===== src/rtl/fifo_read_stream_adapter_pkg.sv =====
// Shared sizing helpers for fifo_read_stream_adapter and its local buffer.
package fifo_read_stream_adapter_pkg;

    // Every in-flight read plus the word just landing needs a slot.
    function automatic int minBufDepth(input int readLatency);
        return readLatency + 1;
    endfunction

    // Occupancy/credit counters must represent the full depth, hence one extra bit.
    function automatic int cntWidth(input int bufDepthLog2);
        return bufDepthLog2 + 1;
    endfunction

endpackage


===== src/rtl/small_sync_fifo.sv =====
// Register-based circular buffer with push/pop and occupancy; head word is always presented.
module small_sync_fifo
    import fifo_read_stream_adapter_pkg::*;
#(
    parameter int WIDTH      = 160,
    parameter int DEPTH_LOG2 = 2,
    localparam int CNT_W     = cntWidth(DEPTH_LOG2)
) (
    input  logic             clk,
    input  logic             rst,
    input  logic             push,
    input  logic [WIDTH-1:0] pushData,
    input  logic             pop,
    output logic [WIDTH-1:0] headData,
    output logic [CNT_W-1:0] occ,
    output logic             full,
    output logic             empty
);
    localparam int DEPTH = 2 ** DEPTH_LOG2;

    logic [WIDTH-1:0]      mem [DEPTH];
    logic [DEPTH_LOG2-1:0] rdPtr;
    logic [DEPTH_LOG2-1:0] wrPtr;
    logic                  doPush;
    logic                  doPop;

    assign empty    = (occ == '0);
    assign full     = (occ == CNT_W'(DEPTH));
    assign doPop    = pop && !empty;
    // A full buffer still accepts a word when the head leaves in the same cycle.
    assign doPush   = push && (!full || doPop);
    assign headData = mem[rdPtr];

    always_ff @(posedge clk) begin
        if (rst) begin
            rdPtr <= '0;
            wrPtr <= '0;
            occ   <= '0;
        end else begin
            if (doPush) wrPtr <= wrPtr + DEPTH_LOG2'(1);
            if (doPop)  rdPtr <= rdPtr + DEPTH_LOG2'(1);
            case ({doPush, doPop})
                2'b10:   occ <= occ + CNT_W'(1);
                2'b01:   occ <= occ - CNT_W'(1);
                default: occ <= occ;
            endcase
        end
    end

    always_ff @(posedge clk) begin
        if (doPush) mem[wrPtr] <= pushData;
    end

endmodule


===== src/rtl/fifo_read_stream_adapter.sv =====
// Credit-based read side of the dual-clock FIFO, re-presented as a valid/ready stream.
// Optional FIFO_READ_ADAPTER_ECC_CHECK_EN makes eccError latch fifoEccStatus; otherwise it is tied low.
module fifo_read_stream_adapter
    import fifo_read_stream_adapter_pkg::*;
#(
    parameter int WIDTH          = 160,
    parameter int BUF_DEPTH_LOG2 = 2,
    parameter int READ_LATENCY   = 1
) (
    input  logic             clk,
    input  logic             rst,
    output logic             fifoReadEnable,
    input  logic             fifoDataOutValid,
    input  logic [WIDTH-1:0] fifoDataOut,
    input  logic             fifoEccStatus,
    output logic             outValid,
    output logic [WIDTH-1:0] outData,
    input  logic             outReady,
    output logic             eccError,
    output logic             overflowError
);
    localparam int DEPTH = 2 ** BUF_DEPTH_LOG2;
    localparam int CNT_W = cntWidth(BUF_DEPTH_LOG2);
    localparam int SUM_W = CNT_W + 1;

    if (READ_LATENCY < 1) begin : gLatencyCheck
        $error("fifo_read_stream_adapter: READ_LATENCY must be at least 1");
    end
    if (DEPTH < minBufDepth(READ_LATENCY)) begin : gDepthCheck
        $error("fifo_read_stream_adapter: buffer too shallow for READ_LATENCY");
    end

    logic [READ_LATENCY-1:0] inflight;
    logic [READ_LATENCY-1:0] inflightNext;
    logic [CNT_W-1:0]        nInflight;
    logic [CNT_W-1:0]        occ;
    logic [SUM_W-1:0]        committed;
    logic                    issue;
    logic                    inflightTail;
    logic                    push;
    logic                    pop;
    logic                    full;
    logic                    empty;

    // Only registered state feeds the credit check; a same-cycle pop earns no credit.
    assign committed      = SUM_W'(occ) + SUM_W'(nInflight);
    assign issue          = !rst && (committed < SUM_W'(DEPTH));
    assign fifoReadEnable = issue;

    assign inflightTail = inflight[READ_LATENCY-1];
    assign push         = fifoDataOutValid && !rst;
    assign pop          = outValid && outReady;
    assign outValid     = !empty;

    if (READ_LATENCY == 1) begin : gShift1
        assign inflightNext = issue;
    end else begin : gShiftN
        assign inflightNext = {inflight[READ_LATENCY-2:0], issue};
    end

    // A request retires when it leaves the tail, even if the FIFO had nothing to return.
    always_ff @(posedge clk) begin
        if (rst) begin
            inflight  <= '0;
            nInflight <= '0;
        end else begin
            inflight <= inflightNext;
            case ({issue, inflightTail})
                2'b10:   nInflight <= nInflight + CNT_W'(1);
                2'b01:   nInflight <= nInflight - CNT_W'(1);
                default: nInflight <= nInflight;
            endcase
        end
    end

    always_ff @(posedge clk) begin
        if (rst)                        overflowError <= 1'b0;
        else if (push && full && !pop)  overflowError <= 1'b1;
    end

`ifdef FIFO_READ_ADAPTER_ECC_CHECK_EN
    always_ff @(posedge clk) begin
        if (rst)                                     eccError <= 1'b0;
        else if (fifoDataOutValid && fifoEccStatus)  eccError <= 1'b1;
    end
`else
    logic unusedEccStatus;
    assign unusedEccStatus = fifoEccStatus;
    assign eccError        = 1'b0;
`endif

    small_sync_fifo #(
        .WIDTH      (WIDTH),
        .DEPTH_LOG2 (BUF_DEPTH_LOG2)
    ) uBuf (
        .clk      (clk),
        .rst      (rst),
        .push     (push),
        .pushData (fifoDataOut),
        .pop      (pop),
        .headData (outData),
        .occ      (occ),
        .full     (full),
        .empty    (empty)
    );

endmodule


===== config.mk =====
export PLATFORM = sky130hd
export DESIGN_NAME = fifo_read_stream_adapter
export DESIGN_NICKNAME = d
export VERILOG_FILES = /design/src/rtl/fifo_read_stream_adapter_pkg.sv /design/src/rtl/small_sync_fifo.sv /design/src/rtl/fifo_read_stream_adapter.sv
export SDC_FILE = /design/constraint.sdc
export NUM_CORES = 1
export LEC_CHECK = 0
export ABC_AREA = 1
export CAP_MARGIN = 20
export CORE_ASPECT_RATIO = 0.7
export CORE_UTILIZATION = 45
export CTS_CLUSTER_SIZE = 30
export DETAILED_ROUTE_END_ITERATION = 8
export GPL_TIMING_DRIVEN = 0
export PLACE_DENSITY = 0.67
export SKIP_CTS_REPAIR_TIMING = 1
export SLEW_MARGIN = 30
export SYNTH_ARGS = -nofsm -noshare
export SYNTH_HDL_FRONTEND = slang
export SYNTH_HIERARCHICAL = 1
export SYNTH_SLANG_ARGS = --single-unit

===== constraint.sdc =====
create_clock -name clk -period 26 [get_ports clk]
set_clock_uncertainty 0.2 [all_clocks]
set_input_delay 5.2 -clock clk [delete_from_list [all_inputs] [get_ports clk]]
set_output_delay 5.2 -clock clk [all_outputs]
set_load 0.03 [all_outputs]

* Word level (Yosys, flattened, before mapping)
Memories as Yosys holds them, arrays and structs flattened. A register that Yosys moved wholly into a read port is not among the register bits.
Cells that the tools add are included.
** Storage, ports and cells
- Logic and storage cells :: 41
- Memories kept :: 1
- Bits in writable memories :: 640
- Output and inout bits :: 164
- Register bits :: 12
** Operators by class
- Reduce and logical (&&, ||, !) cells :: 15
- Add/sub/neg operators :: 7
- Equality and inequality tests :: 5
- Mux-type cells :: 6
- $lt $le $gt $ge :: 1
** Memory list
- uBuf.mem :: depth 4, width 160, rd ports 1, clocked after memory_dff 1, wr ports 1, RTL line small_sync_fifo.sv:21 : logic [WIDTH-1:0] mem [DEPTH];
** Operator list (number)
- 3-bit one-hot mux with 2 select lines :: 2
- 1-bit logical AND :: 7
- 3-bit by 1-bit adder with 3-bit output (second input constant) :: 2
- 3-bit by 1-bit subtractor with 3-bit output (second input constant) :: 2
- 2-bit by 1-bit adder with 2-bit output (second input constant) :: 2
- 3-bit by 3-bit adder with 4-bit output :: 1
- 2-bit by 1-bit == test with 1-bit output (second input constant) :: 2
- 2-bit == test (second input constant) :: 2
- 1-bit logical NOT :: 4
- 4-bit by 3-bit < comparator with 1-bit output (second input constant) :: 1
- 2-bit 2-to-1 mux :: 2
- 2-bit nonzero test :: 2
- 3-bit == test (second input constant) :: 1
- 3-bit logical NOT :: 1
- 1-bit 2-to-1 mux :: 2
- 1-bit logical OR :: 1

* Logic depth before layout (Yosys ltp)
- Depth in word-level cells :: 8
- Mapped depth :: 13
- Gate-level depth less buffers :: 13

* Hierarchy
The synthesis kept the hierarchy.
** Modules (own cells, without submodules)
- small_sync_fifo :: times used 1, seq. area each 19398.6 µm², cells each 1611, area an instance 24003.0 µm²
- fifo_read_stream_adapter :: times used 1, seq. area each 100.1 µm², cells each 44, area an instance 305.3 µm²

* Worst setup path after synthesis
No wires, ideal clock.
- Path type :: input -> register
- From :: in fifoDataOutValid
- To :: mem uBuf.mem[0][0], enable pin
- Path slack :: 12.855 ns
- Arrival time :: 12.263 ns
- Stages :: 4
- Buffers on the path :: 0
- Setup time :: 0.683 ns
- Cell sequence :: inv_1 nor2_1 o21ai_2 nor2_1
** Between the ends
- Cells in the longest elaborated chain, start to end :: 4
** RTL lines
- start, declared :: RTL line fifo_read_stream_adapter.sv:13 : input logic fifoDataOutValid,
- 1-bit logical AND :: RTL line fifo_read_stream_adapter.sv:51 : assign push = fifoDataOutValid && !rst;
- via push :: RTL line fifo_read_stream_adapter.sv:40 : logic push;
- 1-bit logical AND :: RTL line small_sync_fifo.sv:31 : assign doPush = push && (!full || doPop);
- 1-bit 2-to-1 mux :: RTL line small_sync_fifo.sv:51 : if (doPush) mem[wrPtr] <= pushData;
- 1-bit 2-to-1 mux (not written as such) :: RTL line small_sync_fifo.sv:51
- end, declared :: RTL line small_sync_fifo.sv:21
The timed path passes the listed nets, and every way through them passes these cells.

* Worst setup path after layout
- From :: in rst
- To :: out fifoReadEnable
** Between the ends
- Cells in the longest elaborated chain, start to end :: 2
** RTL lines
- start, declared :: RTL line fifo_read_stream_adapter.sv:11 : input logic rst,
- 1-bit logical NOT :: RTL line fifo_read_stream_adapter.sv:47 : assign issue = !rst && (committed < SUM_W'(DEPTH));
- 1-bit logical AND :: RTL line fifo_read_stream_adapter.sv:47
- end, declared :: RTL line fifo_read_stream_adapter.sv:12 : output logic fifoReadEnable,
No other way between the ends.

==> results.md <==
* Status: finished, final reports clean
* Area delta synth->final at 29.1%
* Tcrit/Tclk final at 46.8%
* Worst skew pair latency at approximately 600 ps
* Syn Area/Cell at approximately 15 um^2
* Critical path peak fanout at 5
* Number of max-cap violations at 0
* Post-layout nets at approximately 2.3k
* Share of the yosys chip area belonging to registers at about four fifths
* Synth area leader: edfxtp_1
* Largest net degree at the start of global routing at 21
* Starting Density at about 46%
* Finish-stage setup viols at 0
* Critical path buffers and inverters at 3
* CP Class: in2out
* P_leak at about 0.010 uW
* # DRC at 0
* Final core occ at between 50 and 60%
* DR iter-0 viols at between 1k and 1.5k
* WL final at just over 60 mm
* Number of synthesized flops with an enable pin at 640
* Internal power at around 1800 uW
* M1 WL at approximately 25 mm
* Root Driver: clkbuf_16
* Layout cells sized above 1 at under 10%
* Worst hold margin at ~270 ps
* Initial DRT Pass Iterations at 5
* Final slew viol count at 0
* Commonest cells in the netlist: edfxtp_1, nor2_1, o21ai_0, o22ai_1, o21ai_1
* Main synth FF type: edfxtp_1
* Element type at the critical path end: output port
* Largest cells by area after synthesis: edfxtp_1, nor2_1, o22ai_1
* Yosys warnings at 6
* First-pass GRT wire length at roughly 90 mm
* CP top delay family: buffers and inverters
* Global Route Usage Sum at approximately 22%
* Full die area at around 55,000 um^2
* Synth cell types at 23
* DP HPWL at a little under 40 mm
* PwrDens at 74.0 nW/um^2
* Clock Power Share at 35.4%
* Ys async rst share at 0%
* Dpl cell area at just under 30,000 um^2
* Total gr overflow at 0
* Gate power share at 13.1%
* CP most frequent cell: clkdlybuf4s50_1
* Final Instance Area at roughly 31,000 um^2
* Mapped Cells at ~1.7k
* I/O pins at between 300 and 400
* Final Hold Vio Count at 0
* CP max stage delay at between 600 and 700 ps
* Cell Area, Synth at ~24,000 um^2
* I/O Buffers at 326
* IR drop worst, VDD at roughly 0.057 mV
* Fmax at approximately 82 MHz
* Post-synth top area share at 79.1%
* Post-Syn Nets at between 1.5k and 2k
* CTS sink cnt at ~650
* Metal3 WL at between 4 and 5 mm
* H-tree levels at 2
* Switching part of the total at 24.2%
* Post-route ant nets at 0
* Fin crit period at around 12,000 ps
* Slew headroom at between 50% and 60%
* Clk slew on worst S/H paths at ~60 ps
* Arr. time, crit path at ~6800 ps
* TritonCTS buffer count at 59
* CTS tree: done
* Core footprint at approximately 53,000 um^2
* Placer Congestion at 0.754
* Initial antenna violation count at 9
* Part of the power in registers at between 50% and 60%
* Worst path slowest cell: clkdlybuf4s50_1
* Vias per cell at approximately 5.4
* Critical Path, Cell by Cell: clkdlybuf4s50_1 > nor2_1 > nand3_1 > inv_1 > clkdlybuf4s50_1
* Top-count cell post-synth: edfxtp_1
* Clk buf depth at 3
* DP Cell Count at between 2k and 3k
* Highest metal used: met5
* Switch Pwr at 561 uW
* WL met2 at around 29 mm
* Hold Crit Class: reg2reg
* Width of the die at 280 um
* Setup TNS at 0 ps
* Req. time, crit path at just over 20,000 ps
* Vias in the first global route at 15.1k
* RSZ-0062 raised after global routing: no
* Slew @ Worst Pin at around 640 ps
* Cell row count at 70
* Die height at 196 um
* Yosys reg bits at about 650
* Non-Filler Instances at 2,854
* Routed WL per cell at around 21 um
* Startpoint types: primary input
* Via count at around 15k
## registers in the layout, summed over array words and instances (netlist names), named ones only
name,cells
uBuf/wrPtr,2
uBuf/occ,3
uBuf/rdPtr,2
uBuf/mem,640
overflowError,1
nInflight,3
inflight,1
## cell families (layout without fill, tap and decap cells)
| family | count (synthesis) | in the layout | share of synthesized area, % |
|---|---|---|---|
| flops | 654 | 654 | 80.2 |
| compound gates | 498 | 498 | 11.1 |
| simple gates | 356 | 356 | 5.57 |
| buf+inv | 137 | 613 | 2.57 |
| fa+ha+maj | 9 | 9 | 0.525 |
| other cells | 1 | 4 | 0.0154 |
## final timing paths
kind,startpoint,endpoint,slack (ps),depth (start not counted)
setup / recovery,rst,fifoReadEnable,13830,5
hold / removal,overflowError,overflowError,270,2
setup reg to reg,uBuf/occ[0],uBuf/mem[1][58],22820,14
hold reg to reg,overflowError,overflowError,270,2
## final cells by class
type / count / area (um^2)
clock inverters: 36 / 245
plain buffers: 106 / 505
clock buffers: 73 / 1570
repair buffers: 367 / 4310
flip-flops and latches: 654 / 19500
inverters: 31 / 120
well taps: 720 / 901
multi-input cells: 864 / 4210
diodes: 3 / 7.51
fillers: 4023 / 21400
## worst min-delay path: cells and delay by family, from the launching register on
| kind | cells | cell delay [ps] |
|---|---|---|
| DFF | 1 | 320 |
| and+or+nand+nor | 2 | 110 |
## placed cells by master, fill, tap and decap left out
| cell type | n |
|---|---|
| diode_2 | 3 |
| buf_12 | 1 |
| buf_2 | 38 |
| inv_2 | 4 |
| a21boi_0 | 1 |
| a21oi_1 | 9 |
| o21ai_2 | 1 |
| o22ai_1 | 160 |
| edfxtp_1 | 640 |
| nor2_1 | 327 |
| nand3_1 | 8 |
| inv_1 | 25 |
| nand2_1 | 14 |
| clkinv_4 | 1 |
| buf_4 | 8 |
| clkinv_1 | 17 |
| clkbuf_1 | 68 |
| clkbuf_16 | 61 |
| inv_4 | 1 |
| bufinv_16 | 3 |
| nand4_1 | 3 |
| nor2_4 | 4 |
| conb_1 | 1 |
| buf_16 | 34 |
| fa_1 | 2 |
| ha_1 | 7 |
| clkinvlp_4 | 3 |
| o21ai_0 | 181 |
| o21ai_1 | 146 |
| buf_8 | 6 |
| clkdlybuf4s50_1 | 326 |
| clkinv_2 | 13 |
| buf_6 | 4 |
| dfxtp_1 | 14 |
## power by group through the flow
stage,registers (uW),logic [uW],clock network (uW)
after floorplan,1220,152,0
after global placement,1230,287,0
after detailed placement,1220,305,0
after CTS,1200,306,836
after global routing,1200,324,876
final,1200,304,821
## through the flow
step,setup slack (ps),total power [uW]
3_5_place_dp,13820,1520
5_1_grt,13750,2400
6_report,13830,2320
3_3_place_gp,6790,1520
4_1_cts,13820,2340
2_1_floorplan,12850,1380
## metal layers
layer | vias to the layer above | global-route usage [%]
li1 | 7125 | -
met1 | 7602 | 29.6
met2 | 579 | 35.4
met3 | 94 | 5.11
met4 | 8 | 5.79
met5 | - | 0
Power figures use the tool's default switching activity.
